===== config.mk =====
export PLATFORM = sky130hd
export DESIGN_NAME = cfu_cram_dispatch
export DESIGN_NICKNAME = d
export VERILOG_FILES = /design/src/rtl/cfu_cram_pkg.sv /design/src/rtl/cram_rd_ptr.sv /design/src/rtl/cfu_cram_dispatch.sv
export SDC_FILE = /design/constraint.sdc
export NUM_CORES = 1
export LEC_CHECK = 0
export ABC_AREA = 1
export BUFFER_PORTS_ARGS = -buffer_cell sky130_fd_sc_hd__buf_2
export CORE_ASPECT_RATIO = 2
export CORE_UTILIZATION = 47
export DETAILED_ROUTE_END_ITERATION = 10
export HOLD_SLACK_MARGIN = 0.08
export PLACE_DENSITY = 0.8
export SYNTH_ARGS = -nofsm -noshare
export SYNTH_HDL_FRONTEND = slang
export SYNTH_SLANG_ARGS = --single-unit

===== constraint.sdc =====
create_clock -name clk -period 1.9 [get_ports clk]
set_input_delay 0.285 -clock clk [delete_from_list [all_inputs] [get_ports clk]]
set_output_delay 0.285 -clock clk [all_outputs]
set_load 0.01 [all_outputs]

===== src/rtl/cfu_cram_pkg.sv =====
// Shared opcodes, status layout and FSM encoding for the CRAM CFU dispatcher.
// Also provides a clog2 helper that never returns less than 1.
package cfu_cram_pkg;

  localparam logic [2:0] F3_SOFT_RST = 3'd0;
  localparam logic [2:0] F3_READBACK = 3'd6;
  localparam logic [2:0] F3_EXEC     = 3'd7;

  localparam logic [6:0] F7_SOFT_RST    = 7'd1;
  localparam logic [6:0] F7_RB_CONFIG   = 7'd0;
  localparam logic [6:0] F7_RB_READ     = 7'd1;
  localparam logic [6:0] F7_RB_HI       = 7'd2;
  localparam logic [6:0] F7_EX_START    = 7'd0;
  localparam logic [6:0] F7_EX_STATUS   = 7'd1;
  localparam logic [6:0] F7_EX_RF_WRITE = 7'd2;

  localparam int STAT_BUSY = 0;
  localparam int STAT_DONE = 1;
  localparam int STAT_WRAP = 2;

  localparam logic [31:0] RSP_UNSUPPORTED = 32'hFFFF_FFFF;

  typedef enum logic [1:0] {
    ST_IDLE    = 2'd0,
    ST_RD_WAIT = 2'd1,
    ST_RSP     = 2'd2
  } state_t;

  function automatic int clog2_min1(input int n);
    return (n > 1) ? $clog2(n) : 1;
  endfunction

endpackage


===== src/rtl/cram_rd_ptr.sv =====
// Readback pointer: walks count words from start in one bank, then moves
// to the next bank; a sticky wrap flag marks the return to bank 0.
module cram_rd_ptr
  import cfu_cram_pkg::*;
#(
  parameter int NUM_CRAM = 4,
  parameter int AWIDTH   = 9,
  parameter int BANK_W   = 2
) (
  input  logic              clk,
  input  logic              resetn,
  input  logic              i_load,
  input  logic [AWIDTH-1:0] i_start,
  input  logic [31:0]       i_count,
  input  logic              i_clear,
  input  logic              i_advance,
  output logic [AWIDTH-1:0] o_addr,
  output logic [BANK_W-1:0] o_bank,
  output logic              o_wrap
);

  localparam logic [BANK_W-1:0] LAST_BANK = BANK_W'(NUM_CRAM - 1);

  logic [AWIDTH-1:0] r_start;
  logic [AWIDTH-1:0] r_addr;
  logic [31:0]       r_last;
  logic [31:0]       r_elem;
  logic [BANK_W-1:0] r_bank;
  logic              r_wrap;

  always_ff @(posedge clk or negedge resetn) begin
    if (!resetn) begin
      r_start <= '0;
      r_addr  <= '0;
      r_last  <= '0;
      r_elem  <= '0;
      r_bank  <= '0;
      r_wrap  <= 1'b0;
    end else if (i_load) begin
      r_start <= i_start;
      // r_last holds count-1; a zero count behaves as a single word
      r_last  <= (i_count == 32'd0) ? 32'd0 : i_count - 32'd1;
      r_addr  <= i_start;
      r_elem  <= '0;
      r_bank  <= '0;
      r_wrap  <= 1'b0;
    end else if (i_clear) begin
      r_addr  <= r_start;
      r_elem  <= '0;
      r_bank  <= '0;
      r_wrap  <= 1'b0;
    end else if (i_advance) begin
      if (r_elem == r_last) begin
        r_elem <= '0;
        r_addr <= r_start;
        if (r_bank == LAST_BANK) begin
          r_bank <= '0;
          r_wrap <= 1'b1;
        end else begin
          r_bank <= r_bank + 1'b1;
        end
      end else begin
        r_elem <= r_elem + 32'd1;
        r_addr <= r_addr + 1'b1;
      end
    end
  end

  assign o_addr = r_addr;
  assign o_bank = r_bank;
  assign o_wrap = r_wrap;

endmodule


===== src/rtl/cfu_cram_dispatch.sv =====
// CFU command front-end for a multi-bank compute-RAM array: decodes
// readback, exec-control and register-file commands with rsp back-pressure.
module cfu_cram_dispatch
  import cfu_cram_pkg::*;
#(
  parameter int NUM_CRAM    = 4,
  parameter int CRAM_AWIDTH = 9,
  parameter int CRAM_DWIDTH = 40,
  parameter int RD_LAT      = 2,
  parameter int RF_AWIDTH   = 2,
  parameter int RF_DWIDTH   = 16
) (
  input  logic                            clk,
  input  logic                            resetn,
  input  logic                            cmd_valid,
  output logic                            cmd_ready,
  input  logic [9:0]                      cmd_payload_function_id,
  input  logic [31:0]                     cmd_payload_inputs_0,
  input  logic [31:0]                     cmd_payload_inputs_1,
  output logic                            rsp_valid,
  input  logic                            rsp_ready,
  output logic [31:0]                     rsp_payload_outputs_0,
  output logic [CRAM_AWIDTH-1:0]          cram_rd_addr,
  input  logic [NUM_CRAM*CRAM_DWIDTH-1:0] cram_rd_data,
  output logic                            exec_start,
  input  logic                            exec_done,
  output logic                            rf_wren,
  output logic [RF_AWIDTH-1:0]            rf_addr,
  output logic [RF_DWIDTH-1:0]            rf_data,
  output logic                            busy
);

  localparam int BANK_W = clog2_min1(NUM_CRAM);
  localparam int HI_W   = CRAM_DWIDTH - 32;
  localparam int LAT_W  = $clog2(RD_LAT + 1);

  state_t                 r_state;
  logic                   r_cmd_ready;
  logic                   r_rsp_valid;
  logic [31:0]            r_rsp_data;
  logic [LAT_W-1:0]       r_lat_cnt;
  logic [HI_W-1:0]        r_hi_latch;
  logic                   r_busy;
  logic                   r_done;
  logic                   r_exec_start;
  logic                   r_rf_wren;
  logic [RF_AWIDTH-1:0]   r_rf_addr;
  logic [RF_DWIDTH-1:0]   r_rf_data;

  logic [6:0]             w_f7;
  logic [2:0]             w_f3;
  logic                   w_accept;
  logic                   w_is_read;
  logic                   w_ptr_load;
  logic                   w_ptr_clear;
  logic                   w_capture;
  logic                   w_busy_eff;
  logic                   w_done_eff;
  logic                   w_start_ok;
  logic                   w_rf_write;
  logic [31:0]            w_rsp_imm;
  logic [31:0]            w_status;
  logic [CRAM_AWIDTH-1:0] w_ptr_addr;
  logic [BANK_W-1:0]      w_ptr_bank;
  logic                   w_ptr_wrap;
  logic [CRAM_DWIDTH-1:0] w_sel_word;
  logic [CRAM_DWIDTH-1:0] w_bank_word [NUM_CRAM];
  logic                   w_unused;

  genvar gi;
  generate
    for (gi = 0; gi < NUM_CRAM; gi++) begin : g_bank
      assign w_bank_word[gi] = cram_rd_data[gi*CRAM_DWIDTH +: CRAM_DWIDTH];
    end
  endgenerate

  assign w_sel_word = w_bank_word[w_ptr_bank];
  assign w_f7       = cmd_payload_function_id[9:3];
  assign w_f3       = cmd_payload_function_id[2:0];
  assign w_accept   = cmd_valid & r_cmd_ready;
  assign w_is_read  = (w_f3 == F3_READBACK) && (w_f7 == F7_RB_READ);
  assign w_ptr_load = w_accept && (w_f3 == F3_READBACK) && (w_f7 == F7_RB_CONFIG);
  assign w_ptr_clear = w_accept && (w_f3 == F3_SOFT_RST) && (w_f7 == F7_SOFT_RST);
  assign w_capture  = (r_state == ST_RD_WAIT) && (r_lat_cnt == '0);
  // exec_done is applied before a coincident START is judged
  assign w_busy_eff = r_busy & ~exec_done;
  assign w_done_eff = r_done | exec_done;
  assign w_unused   = ^{cmd_payload_inputs_0, cmd_payload_inputs_1};

  cram_rd_ptr #(
    .NUM_CRAM (NUM_CRAM),
    .AWIDTH   (CRAM_AWIDTH),
    .BANK_W   (BANK_W)
  ) u_ptr (
    .clk       (clk),
    .resetn    (resetn),
    .i_load    (w_ptr_load),
    .i_start   (cmd_payload_inputs_0[CRAM_AWIDTH-1:0]),
    .i_count   (cmd_payload_inputs_1),
    .i_clear   (w_ptr_clear),
    .i_advance (w_capture),
    .o_addr    (w_ptr_addr),
    .o_bank    (w_ptr_bank),
    .o_wrap    (w_ptr_wrap)
  );

  always_comb begin
    w_status             = '0;
    w_status[STAT_BUSY]  = w_busy_eff;
    w_status[STAT_DONE]  = w_done_eff;
    w_status[STAT_WRAP]  = w_ptr_wrap;
    w_rsp_imm            = RSP_UNSUPPORTED;
    w_start_ok           = 1'b0;
    w_rf_write           = 1'b0;
    case (w_f3)
      F3_SOFT_RST: w_rsp_imm = '0;
      F3_READBACK: begin
        case (w_f7)
          F7_RB_CONFIG: w_rsp_imm = '0;
          F7_RB_HI:     w_rsp_imm = 32'(r_hi_latch);
          default:      w_rsp_imm = RSP_UNSUPPORTED;
        endcase
      end
      F3_EXEC: begin
        case (w_f7)
          F7_EX_START: begin
            w_start_ok = w_accept & ~w_busy_eff;
            w_rsp_imm  = {31'b0, ~w_busy_eff};
          end
          F7_EX_STATUS: w_rsp_imm = w_status;
          F7_EX_RF_WRITE: begin
            w_rf_write = w_accept;
            w_rsp_imm  = 32'd1;
          end
          default: w_rsp_imm = RSP_UNSUPPORTED;
        endcase
      end
      default: w_rsp_imm = RSP_UNSUPPORTED;
    endcase
  end

  always_ff @(posedge clk or negedge resetn) begin
    if (!resetn) begin
      r_state      <= ST_IDLE;
      r_cmd_ready  <= 1'b0;
      r_rsp_valid  <= 1'b0;
      r_rsp_data   <= '0;
      r_lat_cnt    <= '0;
      r_hi_latch   <= '0;
      r_busy       <= 1'b0;
      r_done       <= 1'b0;
      r_exec_start <= 1'b0;
      r_rf_wren    <= 1'b0;
      r_rf_addr    <= '0;
      r_rf_data    <= '0;
    end else begin
      r_exec_start <= 1'b0;
      r_rf_wren    <= 1'b0;
      if (exec_done) begin
        r_busy <= 1'b0;
        r_done <= 1'b1;
      end
      case (r_state)
        ST_IDLE: begin
          r_cmd_ready <= 1'b1;
          if (w_accept) begin
            r_cmd_ready <= 1'b0;
            if (w_is_read) begin
              r_state   <= ST_RD_WAIT;
              r_lat_cnt <= LAT_W'(RD_LAT - 1);
            end else begin
              r_state     <= ST_RSP;
              r_rsp_valid <= 1'b1;
              r_rsp_data  <= w_rsp_imm;
            end
            if (w_ptr_clear) r_hi_latch <= '0;
            if (w_start_ok) begin
              r_exec_start <= 1'b1;
              r_busy       <= 1'b1;
              r_done       <= 1'b0;
            end
            if (w_rf_write) begin
              r_rf_wren <= 1'b1;
              r_rf_data <= cmd_payload_inputs_0[RF_DWIDTH-1:0];
              r_rf_addr <= cmd_payload_inputs_1[RF_AWIDTH-1:0];
            end
          end
        end
        ST_RD_WAIT: begin
          if (w_capture) begin
            r_rsp_data  <= w_sel_word[31:0];
            r_hi_latch  <= w_sel_word[CRAM_DWIDTH-1:32];
            r_rsp_valid <= 1'b1;
            r_state     <= ST_RSP;
          end else begin
            r_lat_cnt <= r_lat_cnt - 1'b1;
          end
        end
        ST_RSP: begin
          if (rsp_ready) begin
            r_rsp_valid <= 1'b0;
            r_cmd_ready <= 1'b1;
            r_state     <= ST_IDLE;
          end
        end
        default: r_state <= ST_IDLE;
      endcase
    end
  end

  assign cmd_ready             = r_cmd_ready;
  assign rsp_valid             = r_rsp_valid;
  assign rsp_payload_outputs_0 = r_rsp_data;
  assign cram_rd_addr          = w_ptr_addr;
  assign exec_start            = r_exec_start;
  assign rf_wren               = r_rf_wren;
  assign rf_addr               = r_rf_addr;
  assign rf_data               = r_rf_data;
  assign busy                  = r_busy;

endmodule


### Word level (Yosys, flattened, before mapping)

Index checks and enable logic that the tools add are counted.

* magnitude comparators: 1
* equal/unequal tests: 15
* reductions and logical operators: 26
* bitwise operators: 7
* add/subtract/negate cells: 5
* mux-type cells: 68

Operators by type and width (count)
* 32-bit two-way mux: 8
* 32-bit case mux with 3 select lines: 2
* 32-bit case mux with 2 select lines: 2
* 40-bit binary-select mux with 2-bit select: 1
* 40-bit two-way mux: 2
* 9-bit two-way mux: 4
* 32-bit by 1-bit adder with 32-bit output (second input constant): 1
* 32-bit == test: 1
* 32-bit zero test: 1
* 32-bit by 1-bit subtractor with 32-bit output (second input constant): 1
* 1-bit two-way mux: 29
* 2-bit two-way mux: 12
* 8-bit two-way mux: 3
* 8-bit case mux with 2 select lines: 1
* 4-bit AND reduction: 3
* 3-bit nonzero test: 4
* 2-bit inequality test (second input constant): 5
* 9-bit by 1-bit adder with 9-bit output (second input constant): 1
* 3-bit AND reduction: 3
* 7-bit by 1-bit == test with 1-bit output (second input constant): 1
* 7-bit by 2-bit == test with 1-bit output (second input constant): 1
* 7-bit zero test: 1
* 3-bit == test (second input constant): 2
* 1-bit logical AND: 6
* other kinds (19): 27

* output and inout port bits: 64
* input bits: 239
* logic and storage cells: 140
* register bits: 153

### Longest topological paths before layout

Gate-level depths: netlist of the first run.

* depth after elaboration: 9
* gate-level depth with buffers: 14
* mapped depth without buffers: 13

### By module

From an unflattened synthesis of the first run, not the netlist that was laid out.

* cell total of the unflattened synthesis: 1367
* area, all modules: 9639.2 µm²

By module, submodules not included
* cram_rd_ptr: seq. area each 2127.0 µm², times used 1, cells each 682, area each 5077.4 µm²
* cfu_cram_dispatch: seq. area each 1701.6 µm², times used 1, cells each 685, area each 4561.9 µm²

### Worst setup path before layout of the first run

OpenSTA, ideal clock, no wires.

* kind: register to register
* from: register r_state[0]
* to: register r_rsp_data[1], in the netlist rsp_payload_outputs_0[1]
* slack: 0.093 ns
* buffers on the path: 3
* required time: 1.776 ns
* setup time: 0.124 ns
* period minus slack after synthesis: 1.807 ns
* arrival time: 1.683 ns
* stages on the path, launching flop included: 11
* path through: dfrtp_1 -> ha_1 -> buf_2 -> inv_2 -> o21ai_0 -> nor2_1 -> nand2_1 -> buf_2 -> a21oi_4 -> buf_6 -> a21oi_2

* longest elaborated chain between the ends: 4
* elaborated cells between the ends (all ways): 9
* classes of those cells: 4 x eq/ne; 1 x mux; 4 x reduce/logical

Ends and longest elaborated chain
* start, declared: line cfu_cram_dispatch.sv:37 `state_t r_state;`
* start signal, assigned: line cfu_cram_dispatch.sv:144 `r_state <= ST_IDLE;`
* start signal, assigned: line cfu_cram_dispatch.sv:169 `r_state <= ST_RD_WAIT;`
* start signal, assigned: line cfu_cram_dispatch.sv:172 `r_state <= ST_RSP;`
* 2-bit by 1-bit == test with 1-bit output: line cfu_cram_dispatch.sv:84, cfu_cram_dispatch.sv:163
* 1-bit logical AND: line cfu_cram_dispatch.sv:84 `assign w_capture = (r_state == ST_RD_WAIT) && (r_lat_cnt == '0);`
* 2-bit by 1-bit inequality test with 1-bit output (no line)
* 4-bit AND reduction (no line)
* end signal, assigned: line cfu_cram_dispatch.sv:174 `r_rsp_data <= w_rsp_imm;`
* end signal, assigned: line cfu_cram_dispatch.sv:191 `r_rsp_data <= w_sel_word[31:0];`
* end, declared: line cfu_cram_dispatch.sv:40 `logic [31:0] r_rsp_data;`

Parallel ways exist; a longest one is shown, timed or not.
A chain may end at the register's enable or synchronous reset.

### Final worst setup path of the first run

* from: register u_ptr.r_elem[0]
* to: register u_ptr.r_elem[30]

* longest elaborated chain between the ends: 5
* elaborated cells between the ends (all ways): 6
* classes of those cells: 1 x add/sub; 1 x eq/ne; 4 x mux

Ends and longest elaborated chain
* start, declared: line cram_rd_ptr.sv:27 `logic [31:0] r_elem;`
* start signal, assigned: line cram_rd_ptr.sv:63 `r_elem <= r_elem + 32'd1;`
* 32-bit by 1-bit adder with 32-bit output or 32-bit == test (tied branches): line cram_rd_ptr.sv:63, cram_rd_ptr.sv:53
* 32-bit two-way mux (*): line cram_rd_ptr.sv:53 `if (r_elem == r_last) begin`
* 32-bit two-way mux (*): line cram_rd_ptr.sv:52 `end else if (i_advance) begin`
* 32-bit two-way mux (*): line cram_rd_ptr.sv:47 `end else if (i_clear) begin`
* 32-bit two-way mux (*): line cram_rd_ptr.sv:39 `end else if (i_load) begin`

Every way passes the cells marked *; elsewhere a longest branch is shown, timed or not. The select of a mux whose other input is x is not followed.

==> impl_metrics.env, run 1 <==
export IMPL_outcome="finished, final reports clean"
export IMPL_gp_congestion=0.9083
export IMPL_fin_crit_ps=1825
export IMPL_cp_cell_sequence="ha_1, nand3_1, nor3_2, nand2_1, nor2_2, nand3_1, nor2_2, nand2_1, nand2_1, nand2_1, nor2_1"
export IMPL_drcViolationCount=0
export IMPL_grt_remaining_overflow=0
export IMPL_worstReg2RegEnd="u_ptr.r_elem[30]$_DFFE_PN0P_"
export IMPL_drt_pass1_iter_count=6
export IMPL_postRouteWirelength_um=31030
export IMPL_grt_pass1_vias=10147
export IMPL_drive_gt1_share_pct=28.17
export IMPL_hold_violations=0
export IMPL_core_area_um2=20370
export IMPL_critPathBufInv=0
export IMPL_max_freq_mhz=548.1
export IMPL_yosysUniqueCellTypes=47
export IMPL_powerDensity_nw_per_um2=750.1
export IMPL_period_share_pct=96.03
export IMPL_avgRoutedWirePerCell_um=15.28
export IMPL_nets=1998
export IMPL_holdPathStages=3
export IMPL_max_stage_delay_ps=420
export IMPL_hold_path_startpoint="cmd_payload_inputs_0[5]"
export IMPL_via_per_inst=5.174
export IMPL_yosys_top_cells_area="dfrtp_1 39%, nand2_1 14%, nor2_1 9.9%, o21ai_0 6.6%, inv_1 4.8%"
export IMPL_htree_levels=4
export IMPL_yosys_warnings=0
export IMPL_syn_nets=1653
export IMPL_clk_latency_ps=430
export IMPL_yosysTopAreaCellShare_pct=39.27
export IMPL_numCtsBuffers=17
export IMPL_dieHeight_um=205.7
export IMPL_netlist_area_um2=9749
export IMPL_rsz0062_at_grt="true"
export IMPL_synth_seq_cells=153
export IMPL_cp_top_family="simple AND/OR/NAND/NOR gates"
export IMPL_drt_initial_drc_count=447
export IMPL_synth_top_area_cell="dfrtp_1"
export IMPL_hp_class="in2reg"
export IMPL_cts_tree="built"
export IMPL_synth_common_cells="358 x nand2_1, 256 x nor2_1, 153 x dfrtp_1, 129 x o21ai_0, 124 x inv_1"
export IMPL_async_flop_share_pct=100.0
export IMPL_ioPinCount=303
export IMPL_peakVddDrop_mv=0.4868
export IMPL_vias=10504
export IMPL_antenna_found_initial=0
export IMPL_grt_pass1_wl_um=47890
export IMPL_n_fill_cell=1918
export IMPL_worst_r2r_cell_count=11
export IMPL_hold_end="rf_data[5]$_DFFE_PN0P_"
export IMPL_p_leak_nw=6.526
export IMPL_start_kind="register"
export IMPL_r2r_setup_slack_ps=80
export IMPL_die_x_um=103.8
export IMPL_worst_slew_pin_transition_ps=462.2
export IMPL_cp_required_ps=2260
export IMPL_ys_flop_type="dfrtp_1"
export IMPL_arrival_ps=2190
export IMPL_whs_ps=88.40
export IMPL_skew_ps=9.018
export IMPL_max_slew_margin_rel_pct=69.19
export IMPL_ctsRootBufferMaster="clkbuf_16"
export IMPL_synth_cells=1406
export IMPL_finalSetupViolCount=0
export IMPL_worstSetupPathType="reg2reg"
export IMPL_final_antenna_net_count=0
export IMPL_avgSynthCellArea_um2=6.934
export IMPL_cts_clk_slew_worst_paths_ps=70
export IMPL_yosysMostFrequentCell="nand2_1"
export IMPL_cts_sinks=153
export IMPL_synth_edff_count=0
export IMPL_clk_path_buf_depth=2
export IMPL_place_port_buffers=286
export IMPL_worst_path_most_repeated_cell="nand2_1"
export IMPL_cp_max_fo=4
export IMPL_cap_violations=0
export IMPL_initial_core_util_pct=47.86
export IMPL_final_max_slew_viol_count=0
export IMPL_critPathSlowestCell="dfrtp_1"
export IMPL_grtUsageTotal_pct=28.83
export IMPL_dieArea_um2=21360
export IMPL_r2r_start="u_ptr.r_elem[0]$_DFFE_PN0P_"
export IMPL_place_hpwl_um=24460
export IMPL_endpoint_kind="register"
export IMPL_yosysSeqAreaShare_pct=39.27
export IMPL_grt_max_degree=56
export IMPL_antenna_cells=0
export IMPL_final_core_util_pct=62.84
export IMPL_rows=74
export IMPL_areaGrowthSynthToFinish_pct=31.29
## worst max path at each step
| stage | startpoint | to | slack [ps] | cells past startpoint |
|---|---|---|---|---|
| 2_1_floorplan | r_state[0]$_DFFE_PN0P_ | rsp_payload_outputs_0[1]$_DFFE_PN0P_ | 90 | 10 |
| 3_3_place_gp | cmd_payload_inputs_1[0] | u_ptr.r_last[17]$_DFFE_PN0N_ | 0.8 | 10 |
| 3_5_place_dp | cmd_payload_inputs_1[0] | u_ptr.r_last[3]$_DFFE_PN0N_ | -60 | 10 |
| 4_1_cts | r_state[0]$_DFFE_PN0P_ | rsp_payload_outputs_0[7]$_DFFE_PN0P_ | 20 | 10 |
| 5_1_grt | u_ptr.r_elem[0]$_DFFE_PN0P_ | u_ptr.o_addr[0]$_DFFE_PN0P_ | -70 | 13 |
| 6_report | u_ptr.r_elem[0]$_DFFE_PN0P_ | u_ptr.r_elem[30]$_DFFE_PN0P_ | 80 | 11 |
## metal layers
metal  up-vias  global-route usage [%]  wire length, µm
met3       102                   3.041             1069
met2       353                   58.26            17750
li1       5167                       -                -
met1      4882                   26.01            10120
met5         -                       0                0
met4         0                   20.56             2084
## worst reg2reg max path, stage by stage (launching register included)
cell	delay [ps]
dfrtp_1	420
ha_1	230
nand3_1	120
nor3_2	190
nand2_1	160
nor2_2	190
nand3_1	100
nor2_2	120
nand2_1	60
nand2_1	50
nand2_1	40
nor2_1	80
## report_power, final
part           total, mW  switching [mW]  internal (mW)
Combinational       2.49            1.44           1.05
Clock               3.21            1.48           1.73
Sequential          3.90           0.235           3.66
## what timing repair did
action / 4_1_cts / 5_1_grt
gates resized for setup: 3 / 29
setup buffers: 0 / 1
pin swaps: 0 / 5
endpoints found under the hold margin: 43 / 0
hold buffers: 8 / 0
endpoints found under the setup margin: 24 / 79
## registers in the layout (all words and copies together), names as in the netlist
signal and flops:
r_lat_cnt 2, r_state 2, u_ptr.o_bank 2, busy 1
u_ptr.o_addr 9, r_done 1, exec_start 1, rf_wren 1
u_ptr.r_elem 32, rf_addr 2, rsp_valid 1, rsp_payload_outputs_0 32
rf_data 16, u_ptr.r_start 9, u_ptr.o_wrap 1, u_ptr.r_last 32
r_hi_latch 8, cmd_ready 1
## cells by family (layout without fill, tap and decap cells)
family	after synthesis	in the layout	synth area share, %
AND/OR/NAND/NOR	775	775	33.33
adder cells (fa/ha/maj)	8	8	1.027
buffers and inverters	193	551	8.021
AO/OA/AOI/OAI	216	216	12.87
flip-flops	153	153	39.27
XOR/XNOR	61	61	5.480
## final cells by class
class	count	area (µm²)	share of cell area [%]
Timing Repair Buffer	387	2341	18.29
Sequential cell	153	3831	29.93
Tap cell	266	332.8	2.600
Multi-Input combinational cell	1060	5246	40.99
Clock inverter	14	113.9	0.8895
Inverter	132	495.5	3.871
Clock buffer	18	439.2	3.431
## through the flow
step / std cells / setup TNS [ps] / power (mW) / cell area, µm² / setup WS, ps
detailed placement: 1989 / -795.7 / 6.395 / 12050 / -60.96
global route: 2030 / -399.6 / 10.04 / 12800 / -69.51
finish: 2030 / 0 / 9.601 / 12800 / 75.48
global placement: 1989 / 0 / 6.311 / 12050 / 0.7561
CTS: 2029 / 0 / 9.624 / 12690 / 15.35
floorplan: 1406 / 0 / 5.176 / 9749 / 93.40
## cell usage in the layout, fill, tap and decap left out, types with 18 or more instances in the layout
cell type,instances
nor3_1,19
o21ai_0,126
nand3_1,82
inv_1,121
nand2_1,354
buf_4,83
buf_2,285
xor2_1,29
a21oi_2,20
xnor2_1,32
a21oi_1,18
nor2_1,249
dfrtp_1,151
Note: power is estimated with default switching activity, not from simulation.
==> run 2: changes to the inputs <==
--- a/config.mk
+++ b/config.mk
@@ -9,9 +9,12 @@
 export BUFFER_PORTS_ARGS = -buffer_cell sky130_fd_sc_hd__buf_2
 export CORE_ASPECT_RATIO = 2
 export CORE_UTILIZATION = 47
+export CTS_CLUSTER_DIAMETER = 150
 export DETAILED_ROUTE_END_ITERATION = 10
 export HOLD_SLACK_MARGIN = 0.08
 export PLACE_DENSITY = 0.8
+export RECOVER_POWER = 25
 export SYNTH_ARGS = -nofsm -noshare
 export SYNTH_HDL_FRONTEND = slang
+export SYNTH_HIERARCHICAL = 1
 export SYNTH_SLANG_ARGS = --single-unit
==> impl_metrics.env, run 2 <==
export IMPL_cap_violations=0
export IMPL_max_slew_margin_rel_pct=31.23
export IMPL_worstSetupPathType="reg2reg"
export IMPL_final_max_slew_viol_count=0
export IMPL_dieHeight_um=204.5
export IMPL_gp_congestion=0.9061
export IMPL_layout_area_seq_um2=3835
export IMPL_setup_slack_ps=12.05
export IMPL_drt_initial_drc_count=500
export IMPL_antenna_found_initial=3
export IMPL_fin_crit_ps=1888
export IMPL_yosys_top_cells_area="dfrtp_1 40%, nand2_1 13%, nor2_1 11%, o21ai_0 4.3%, a21oi_1 3.9%"
export IMPL_cp_max_fo=5
export IMPL_postRouteWirelength_um=31910
export IMPL_netlist_area_um2=9639
export IMPL_rows=73
export IMPL_synth_cells=1367
export IMPL_core_area_um2=20000
export IMPL_areaGrowthSynthToFinish_pct=31.75
export IMPL_syn_nets=1614
export IMPL_grt_pass1_vias=10100
export IMPL_critPathSlowestCell="dfrtp_1"
export IMPL_avgSynthCellArea_um2=7.051
export IMPL_final_common_cell="nand2_1"
export IMPL_synth_top_area_cell="dfrtp_1"
export IMPL_place_port_buffers=286
export IMPL_drcViolationCount=0
export IMPL_htree_levels=4
export IMPL_max_stage_delay_ps=390
export IMPL_yosysSeqAreaShare_pct=39.72
export IMPL_synth_common_cells="345 x nand2_1, 270 x nor2_1, 153 x dfrtp_1, 99 x inv_1, 83 x o21ai_0"
export IMPL_place_hpwl_um=23830
export IMPL_dpl_cell_area_um2=11800
export IMPL_skew_ps=13.59
export IMPL_yosys_warnings=6
export IMPL_grt_remaining_overflow=0
export IMPL_dieArea_um2=21120
export IMPL_cp_required_ps=2220
export IMPL_p_leak_nw=6.439
export IMPL_pre_cts_ws_ps=-454.6
export IMPL_yosysUniqueCellTypes=45
export IMPL_outcome="finished, final reports clean"
export IMPL_final_antenna_net_count=0
export IMPL_multi_input_area_um2=5228
export IMPL_cts_sinks=153
export IMPL_via_per_inst=5.237
export IMPL_initial_core_util_pct=48.19
export IMPL_start_kind="register"
export IMPL_rsz0062_at_grt="true"
export IMPL_cp_cell_sequence="nand2_2, inv_2, nand3_2, inv_2, nor2_2, inv_2, nor2_4, clkinv_4, nand3_4, nor2_4, buf_4, nand2_1, xor2_1, nor2_1"
export IMPL_async_flop_share_pct=100.0
export IMPL_final_cell_mix="339 x nand2_1, 285 x buf_2, 260 x nor2_1, 148 x dfrtp_1, 89 x inv_1"
export IMPL_ctsRootBufferMaster="clkbuf_16"
export IMPL_ys_flop_type="dfrtp_1"
export IMPL_ioPinCount=303
export IMPL_drt_pass1_iter_count=5
export IMPL_grtUsageTotal_pct=30.55
export IMPL_peakVddDrop_mv=0.6374
export IMPL_yosysMostFrequentCell="nand2_1"
export IMPL_finalSetupViolCount=0
export IMPL_max_freq_mhz=529.7
export IMPL_grt_max_degree=81
export IMPL_arrival_ps=2210
export IMPL_worst_slew_pin_transition_ps=1032
export IMPL_endpoint_kind="register"
export IMPL_hp_class="in2reg"
export IMPL_n_fill_cell=1755
export IMPL_grt_pass1_wl_um=48350
export IMPL_cts_clk_slew_worst_paths_ps=70
export IMPL_synth_edff_count=0
export IMPL_synth_seq_cells=153
export IMPL_finalInstanceArea_um2=12700
export IMPL_nets=1955
export IMPL_period_share_pct=99.37
export IMPL_numCtsBuffers=17
export IMPL_avgRoutedWirePerCell_um=16.07
export IMPL_power_mw=11.74
export IMPL_powerDensity_nw_per_um2=924.2
export IMPL_worst_path_most_repeated_cell="inv_2"
export IMPL_clk_path_buf_depth=2
export IMPL_drive_gt1_share_pct=29.34
export IMPL_hold_violations=0
export IMPL_vias=10396
export IMPL_die_x_um=103.3
export IMPL_yosysTopAreaCellShare_pct=39.72
export IMPL_fin_tns_setup_ps=0
export IMPL_cts_tree="built"
export IMPL_clk_latency_ps=430
## run 2: logic make-up after synthesis
group / Yosys count / share of synthesized area [%]
AOI/OAI and AO/OA: 215 / 12.12
DFF: 153 / 39.72
xor gates and xnor gates: 69 / 6.269
and+or+nand+nor: 754 / 32.65
buffers and inverters: 168 / 8.203
adders and majority gates: 8 / 1.038
## run 2: cell type report
cell class / instances / share of cell area, %
clock inverters: 15 / 1.310
inverters: 110 / 3.369
multi-input cells: 1046 / 41.16
repair buffers: 380 / 17.99
diodes: 2 / 0.03941
flip-flops and latches: 153 / 30.20
well taps: 262 / 2.581
clock buffers: 17 / 3.350
## run 2: worst max-delay path: cells and delay by family, from the launching register on
| kind | cells | cell delay (ps) |
|---|---|---|
| buf+inv | 5 | 440 |
| xor+xnor | 1 | 150 |
| flops | 1 | 390 |
| simple gates | 8 | 820 |
## run 2: path summary, 6_finish.rpt
| kind | endpoint | cells after the start | slack (ps) | start |
|---|---|---|---|---|
| worst max-delay path | u_ptr/r_elem[9]$_DFFE_PN0P_ | 14 | 10 | cmd_ready$_DFFE_PN0P_ |
| worst min-delay path | rf_data[5]$_DFFE_PN0P_ | 3 | 100 | cmd_payload_inputs_0[5] |
| min in group asynchronous | r_hi_latch[3]$_DFFE_PN0P_ | 2 | 580 | resetn |
| max in group asynchronous | u_ptr/r_elem[24]$_DFFE_PN0P_ | 3 | 260 | resetn |
| worst min register to register | rf_data[13]$_DFFE_PN0P_ | 2 | 470 | rf_data[13]$_DFFE_PN0P_ |
| worst max register to register | u_ptr/r_elem[9]$_DFFE_PN0P_ | 14 | 10 | cmd_ready$_DFFE_PN0P_ |
## run 2: repair_timing
item,CTS,global route
hold endpoints to repair,47,0
gates resized for setup,15,37
pin swaps,6,10
setup buffers,2,6
endpoints found under the setup margin,74,92
hold buffers,11,0
## run 2: routing by layer
| metal | up-vias | global-route usage (%) | wire length [µm] |
|---|---|---|---|
| li1 | 5035 | - | - |
| met5 | - | 0 | 13 |
| met3 | 133 | 7.438 | 2142 |
| met4 | 2 | 22.43 | 2250 |
| met1 | 4766 | 27.65 | 10530 |
| met2 | 460 | 56.48 | 16970 |
## run 2: where the power goes
group          internal [mW]  switching, mW  total [mW]  leakage (nW)
clock network           1.96           1.48        3.44         0.281
registers               3.74          0.363        4.10          1.86
logic                   1.63           2.57        4.20          4.30
## run 2: stage by stage
stage	cells	utilization, %	hold WS (ps)
2_1_floorplan	1367	-	-10.59
3_3_place_gp	1932	59.01	232.4
3_5_place_dp	1932	59.01	231.2
4_1_cts	1977	62.84	81.08
5_1_grt	1985	63.49	87.44
6_report	1985	63.49	95.52
==> run 3: changes to the inputs <==
--- a/config.mk
+++ b/config.mk
@@ -5,14 +5,13 @@
 export SDC_FILE = /design/constraint.sdc
 export NUM_CORES = 1
 export LEC_CHECK = 0
-export ABC_AREA = 1
 export BUFFER_PORTS_ARGS = -buffer_cell sky130_fd_sc_hd__buf_2
 export CORE_ASPECT_RATIO = 2
 export CORE_UTILIZATION = 47
 export CTS_CLUSTER_DIAMETER = 150
 export DETAILED_ROUTE_END_ITERATION = 10
 export HOLD_SLACK_MARGIN = 0.08
-export PLACE_DENSITY = 0.8
+export PLACE_DENSITY = 0.81
 export RECOVER_POWER = 25
 export SYNTH_ARGS = -nofsm -noshare
 export SYNTH_HDL_FRONTEND = slang
==> impl_metrics.env, run 3 <==
export IMPL_outcome="did not finish"
export IMPL_stop_stage="global routing (5_1_grt)"
export IMPL_first_error="[ERROR GRT-0232] Routing congestion too high. Check the congestion heatmap in the GUI."
export IMPL_ctsRootBufferMaster="clkbuf_16"
export IMPL_synth_top_area_cell="dfrtp_1"
export IMPL_place_hpwl_um=23240
export IMPL_yosysUniqueCellTypes=71
export IMPL_synth_seq_cells=153
export IMPL_numCtsBuffers=17
export IMPL_clk_path_buf_depth=2
export IMPL_grt_max_degree=51
export IMPL_syn_nets=1105
export IMPL_cts_sinks=153
export IMPL_initial_core_util_pct=48.16
export IMPL_avgSynthCellArea_um2=10.57
export IMPL_grt_worst_setup_endpoint="u_ptr/r_elem[26]$_DFFE_PN0P_/D"
export IMPL_place_port_buffers=286
export IMPL_synth_common_cells="153 x dfrtp_1, 83 x nor2_1, 68 x nand2_1, 68 x xnor2_1, 42 x a21oi_1"
export IMPL_yosys_warnings=6
export IMPL_yosysTopAreaCellShare_pct=42.21
export IMPL_numPlacedInstances=1525
export IMPL_gp_congestion=0.9299
export IMPL_endpoint_type="register data pin"
export IMPL_yosysSeqAreaShare_pct=42.21
export IMPL_yosysMostFrequentCell="dfrtp_1"
export IMPL_grt_remaining_overflow=2
export IMPL_pre_cts_ws_ps=-883.2
export IMPL_rows=71
export IMPL_dieHeight_um=198.5
export IMPL_ioPinCount=303
export IMPL_netlist_area_um2=9070
export IMPL_async_flop_share_pct=100.0
export IMPL_yosys_top_cells_area="dfrtp_1 42%, mux4_2 9.9%, xnor2_1 6.6%, nor2_1 3.4%, nand2_1 2.8%"
export IMPL_synth_cells=858
export IMPL_grtUsageTotal_pct=45.80
export IMPL_ys_flop_type="dfrtp_1"
export IMPL_htree_levels=4
export IMPL_die_x_um=100.2
export IMPL_synth_edff_count=0
run 3: changes by cell type after synthesis, moves of 18 or more:
| cell | change |
|---|---|
| inv_1 | -73 |
| a21oi_1 | -33 |
| nand2_1 | -277 |
| nand3_1 | -44 |
| o21ai_1 | -18 |
| nor2_1 | -187 |
| mux4_2 | +40 |
| xnor2_1 | +35 |
| o21ai_0 | -42 |
| o2bb2ai_1 | +18 |
run 3: kinds of logic after synthesis:
family	after synthesis	synth area share (%)
AND/OR/NAND/NOR	286	16.53
AO/OA/AOI/OAI	164	12.00
flip-flops	153	42.21
XOR/XNOR	91	8.787
multiplexers	81	15.23
buffers and inverters	75	4.138
adder cells (fa/ha/maj)	8	1.104
run 3: stage by stage:
step           hold WS (ps)  instance area (µm²)
4_1_cts               81.85                13750
3_3_place_gp          258.8                12140
2_1_floorplan        -10.59                 9290
3_5_place_dp          258.9                12140
run 3: timing repair:
| item | CTS |
|---|---|
| setup buffers | 28 |
| hold buffers | 4 |
| hold endpoints to repair | 48 |
| setup endpoints to repair | 132 |
| resized for setup | 141 |
| gates cloned | 9 |
| pin swaps | 72 |
run 3: routing by layer:
metal / GRT usage, % / GRT overflow
met1: 44.88 / 0
met2: 70.60 / 0
met3: 20.70 / 0
met4: 43.05 / 2
met5: 0 / 0
==> run 4: changes to the inputs <==
--- a/config.mk
+++ b/config.mk
@@ -6,12 +6,9 @@
 export NUM_CORES = 1
 export LEC_CHECK = 0
 export BUFFER_PORTS_ARGS = -buffer_cell sky130_fd_sc_hd__buf_2
-export CORE_ASPECT_RATIO = 2
-export CORE_UTILIZATION = 47
-export CTS_CLUSTER_DIAMETER = 150
+export CORE_UTILIZATION = 40
 export DETAILED_ROUTE_END_ITERATION = 10
-export HOLD_SLACK_MARGIN = 0.08
-export PLACE_DENSITY = 0.81
+export PLACE_DENSITY_LB_ADDON = 0.15
 export RECOVER_POWER = 25
 export SYNTH_ARGS = -nofsm -noshare
 export SYNTH_HDL_FRONTEND = slang
==> constraint.sdc (replaced) <==
create_clock -name clk -period 2.47 [get_ports clk]
set_input_delay 0.3705 -clock clk [delete_from_list [all_inputs] [get_ports clk]]
set_output_delay 0.3705 -clock clk [all_outputs]
set_load 0.01 [all_outputs]
==> impl_metrics.env, run 4 <==
export IMPL_outcome="finished, violations left"
export IMPL_violations="design-rule violations, max-capacitance violations, max-slew violations"
export IMPL_antenna_found_initial=0
export IMPL_peakVddDrop_mv=0.4154
export IMPL_p_leak_nw=5.487
export IMPL_grtUsageTotal_pct=22.99
export IMPL_endpoint_kind="register"
export IMPL_synth_seq_cells=153
export IMPL_rows=54
export IMPL_place_port_buffers=286
export IMPL_fin_crit_ps=2373
export IMPL_final_max_slew_viol_count=62
export IMPL_syn_nets=1105
export IMPL_worstSetupPathType="in2reg"
export IMPL_power_mw=7.563
export IMPL_yosysTopAreaCellShare_pct=42.21
export IMPL_skew_ps=11.42
export IMPL_drive_gt1_share_pct=41.85
export IMPL_drcViolationCount=18
export IMPL_hp_class="in2reg"
export IMPL_ioPinCount=303
export IMPL_setup_slack_ps=97.11
export IMPL_yosysMostFrequentCell="dfrtp_1"
export IMPL_core_area_um2=22030
export IMPL_avgSynthCellArea_um2=10.57
export IMPL_clk_latency_ps=420
export IMPL_arrival_ps=2710
export IMPL_cts_clk_slew_worst_paths_ps=70
export IMPL_critPathSlowestCell="or4_4"
export IMPL_cp_cell_sequence="buf_2, or4_4, or2_4, nor4_4, buf_4, nor3_4, buf_12, or4_4, a211o_1, o211ai_1"
export IMPL_dieHeight_um=152.6
export IMPL_synth_edff_count=0
export IMPL_areaGrowthSynthToFinish_pct=31.66
export IMPL_die_x_um=152.6
export IMPL_grt_remaining_overflow=0
export IMPL_yosys_top_cells_area="dfrtp_1 42%, mux4_2 9.9%, xnor2_1 6.6%, nor2_1 3.4%, nand2_1 2.8%"
export IMPL_grt_max_degree=63
export IMPL_hold_violations=0
export IMPL_powerDensity_nw_per_um2=633.4
export IMPL_finalSetupViolCount=0
export IMPL_vias=7784
export IMPL_gp_congestion=0.8332
export IMPL_async_flop_share_pct=100.0
export IMPL_ctsRootBufferMaster="clkbuf_16"
export IMPL_via_per_inst=5.252
export IMPL_fin_tns_setup_ps=0
export IMPL_yosysUniqueCellTypes=71
export IMPL_yosys_warnings=6
export IMPL_max_slew_margin_rel_pct=-13.01
export IMPL_netlist_area_um2=9070
export IMPL_cap_violations=1
export IMPL_antenna_cells=0
export IMPL_numCtsBuffers=17
export IMPL_cts_tree="built"
export IMPL_pre_cts_ws_ps=-457.2
export IMPL_holdPathStages=2
export IMPL_synth_common_cells="153 x dfrtp_1, 83 x nor2_1, 68 x nand2_1, 68 x xnor2_1, 42 x a21oi_1"
export IMPL_avgRoutedWirePerCell_um=17.50
export IMPL_cp_max_fo=3
export IMPL_cp_required_ps=2810
export IMPL_worst_r2r_cell_count=12
export IMPL_final_antenna_net_count=0
export IMPL_start_kind="input port"
export IMPL_yosysSeqAreaShare_pct=42.21
export IMPL_initial_core_util_pct=41.18
export IMPL_nets=1436
export IMPL_grt_pass1_wl_um=42070
export IMPL_ys_flop_type="dfrtp_1"
export IMPL_max_freq_mhz=421.4
export IMPL_cts_sinks=153
export IMPL_place_hpwl_um=20160
export IMPL_drt_pass1_iter_count=10
export IMPL_synth_cells=858
export IMPL_rsz0062_at_grt="false"
export IMPL_htree_levels=4
export IMPL_worst_slew_pin_transition_ps=1695
export IMPL_postRouteWirelength_um=25930
export IMPL_synth_top_area_cell="dfrtp_1"
export IMPL_drt_initial_drc_count=580
export IMPL_worst_path_most_repeated_cell="or4_4"
export IMPL_final_cell_mix="285 x buf_2, 151 x dfrtp_1, 80 x nor2_1, 68 x nand2_1, 68 x xnor2_1"
export IMPL_period_share_pct=96.07
export IMPL_clk_path_buf_depth=2
export IMPL_dieArea_um2=23280
export IMPL_grt_pass1_vias=7733
export IMPL_final_common_cell="buf_2"
export IMPL_max_stage_delay_ps=560
[run 4: stage by stage]
stage	hold WS (ps)	cell area (µm²)	instances	utilization, %
CTS	152.6	11900	1480	54.01
detailed placement	403.4	11280	1447	51.22
finish	172.2	11940	1482	54.22
global route	157.6	11940	1482	54.22
floorplan	74.91	9135	858	-
global placement	406.4	11280	1447	51.22
[run 4: metal layers]
layer / vias to the layer above / global-route usage [%] / wire, µm / part of all wire [%]
met5: - / 0 / 0 / 0
met4: 0 / 5.580 / 246 / 0.95
met3: 15 / 4.465 / 1352 / 5.2
met2: 224 / 34.91 / 11770 / 45
met1: 3754 / 33.70 / 12560 / 48
li1: 3791 / - / - / -
[run 4: final cells by class]
type / instances / area (µm²)
clock buffers: 17 / 425.4
fillers: 2050 / 10080
multi-input cells: 630 / 4966
repair buffers: 361 / 2096
flip-flops and latches: 153 / 3831
well taps: 280 / 350.3
inverters: 26 / 97.59
clock inverters: 15 / 175.2
[run 4: logic make-up after synthesis]
family	share of synthesized area, %
buffers and inverters	4.138
multiplexers	15.23
AO/OA/AOI/OAI	12.00
XOR/XNOR	8.787
adder cells (fa/ha/maj)	1.104
flip-flops	42.21
AND/OR/NAND/NOR	16.53
[run 4: final timing paths]
path | startpoint | to | slack, ps
max | cmd_payload_function_id[6] | u_ptr/o_addr[6]$_DFFE_PN0P_ | 100
min | cmd_payload_inputs_0[15] | rf_data[15]$_DFFE_PN0P_ | 170
max reg2reg | r_lat_cnt[0]$_DFFE_PN0P_ | u_ptr/r_elem[27]$_DFFE_PN0P_ | 190
min reg2reg | rsp_payload_outputs_0[9]$_DFFE_PN0P_ | rsp_payload_outputs_0[9]$_DFFE_PN0P_ | 480
max in group asynchronous | resetn | u_ptr/o_bank[1]$_DFFE_PN0P_ | 410
min in group asynchronous | resetn | rf_data[9]$_DFFE_PN0P_ | 910
[run 4: power by group]
part / leakage (nW) / switching [mW] / internal (mW)
Clock: 0.292 / 1.15 / 1.53
Combinational: 3.21 / 1.05 / 0.850
Sequential: 1.99 / 0.170 / 2.82
Total: 5.49 / 2.36 / 5.20
[run 4: worst max-delay path, delay by kind of cell]
kind                   cells  cell delay (ps)
AOI/OAI and AO/OA          2              390
buffers and inverters      3              410
and+or+nand+nor            5             1510
[run 4: repair_timing]
action                                  CTS  global route
endpoints found under the setup margin    2            36
pin swaps                                 0             4
buffers inserted                          0             2
gates resized for setup                   1            11
hold buffers                              1             0
cloned                                    0             0
hold endpoints to repair                 59             0
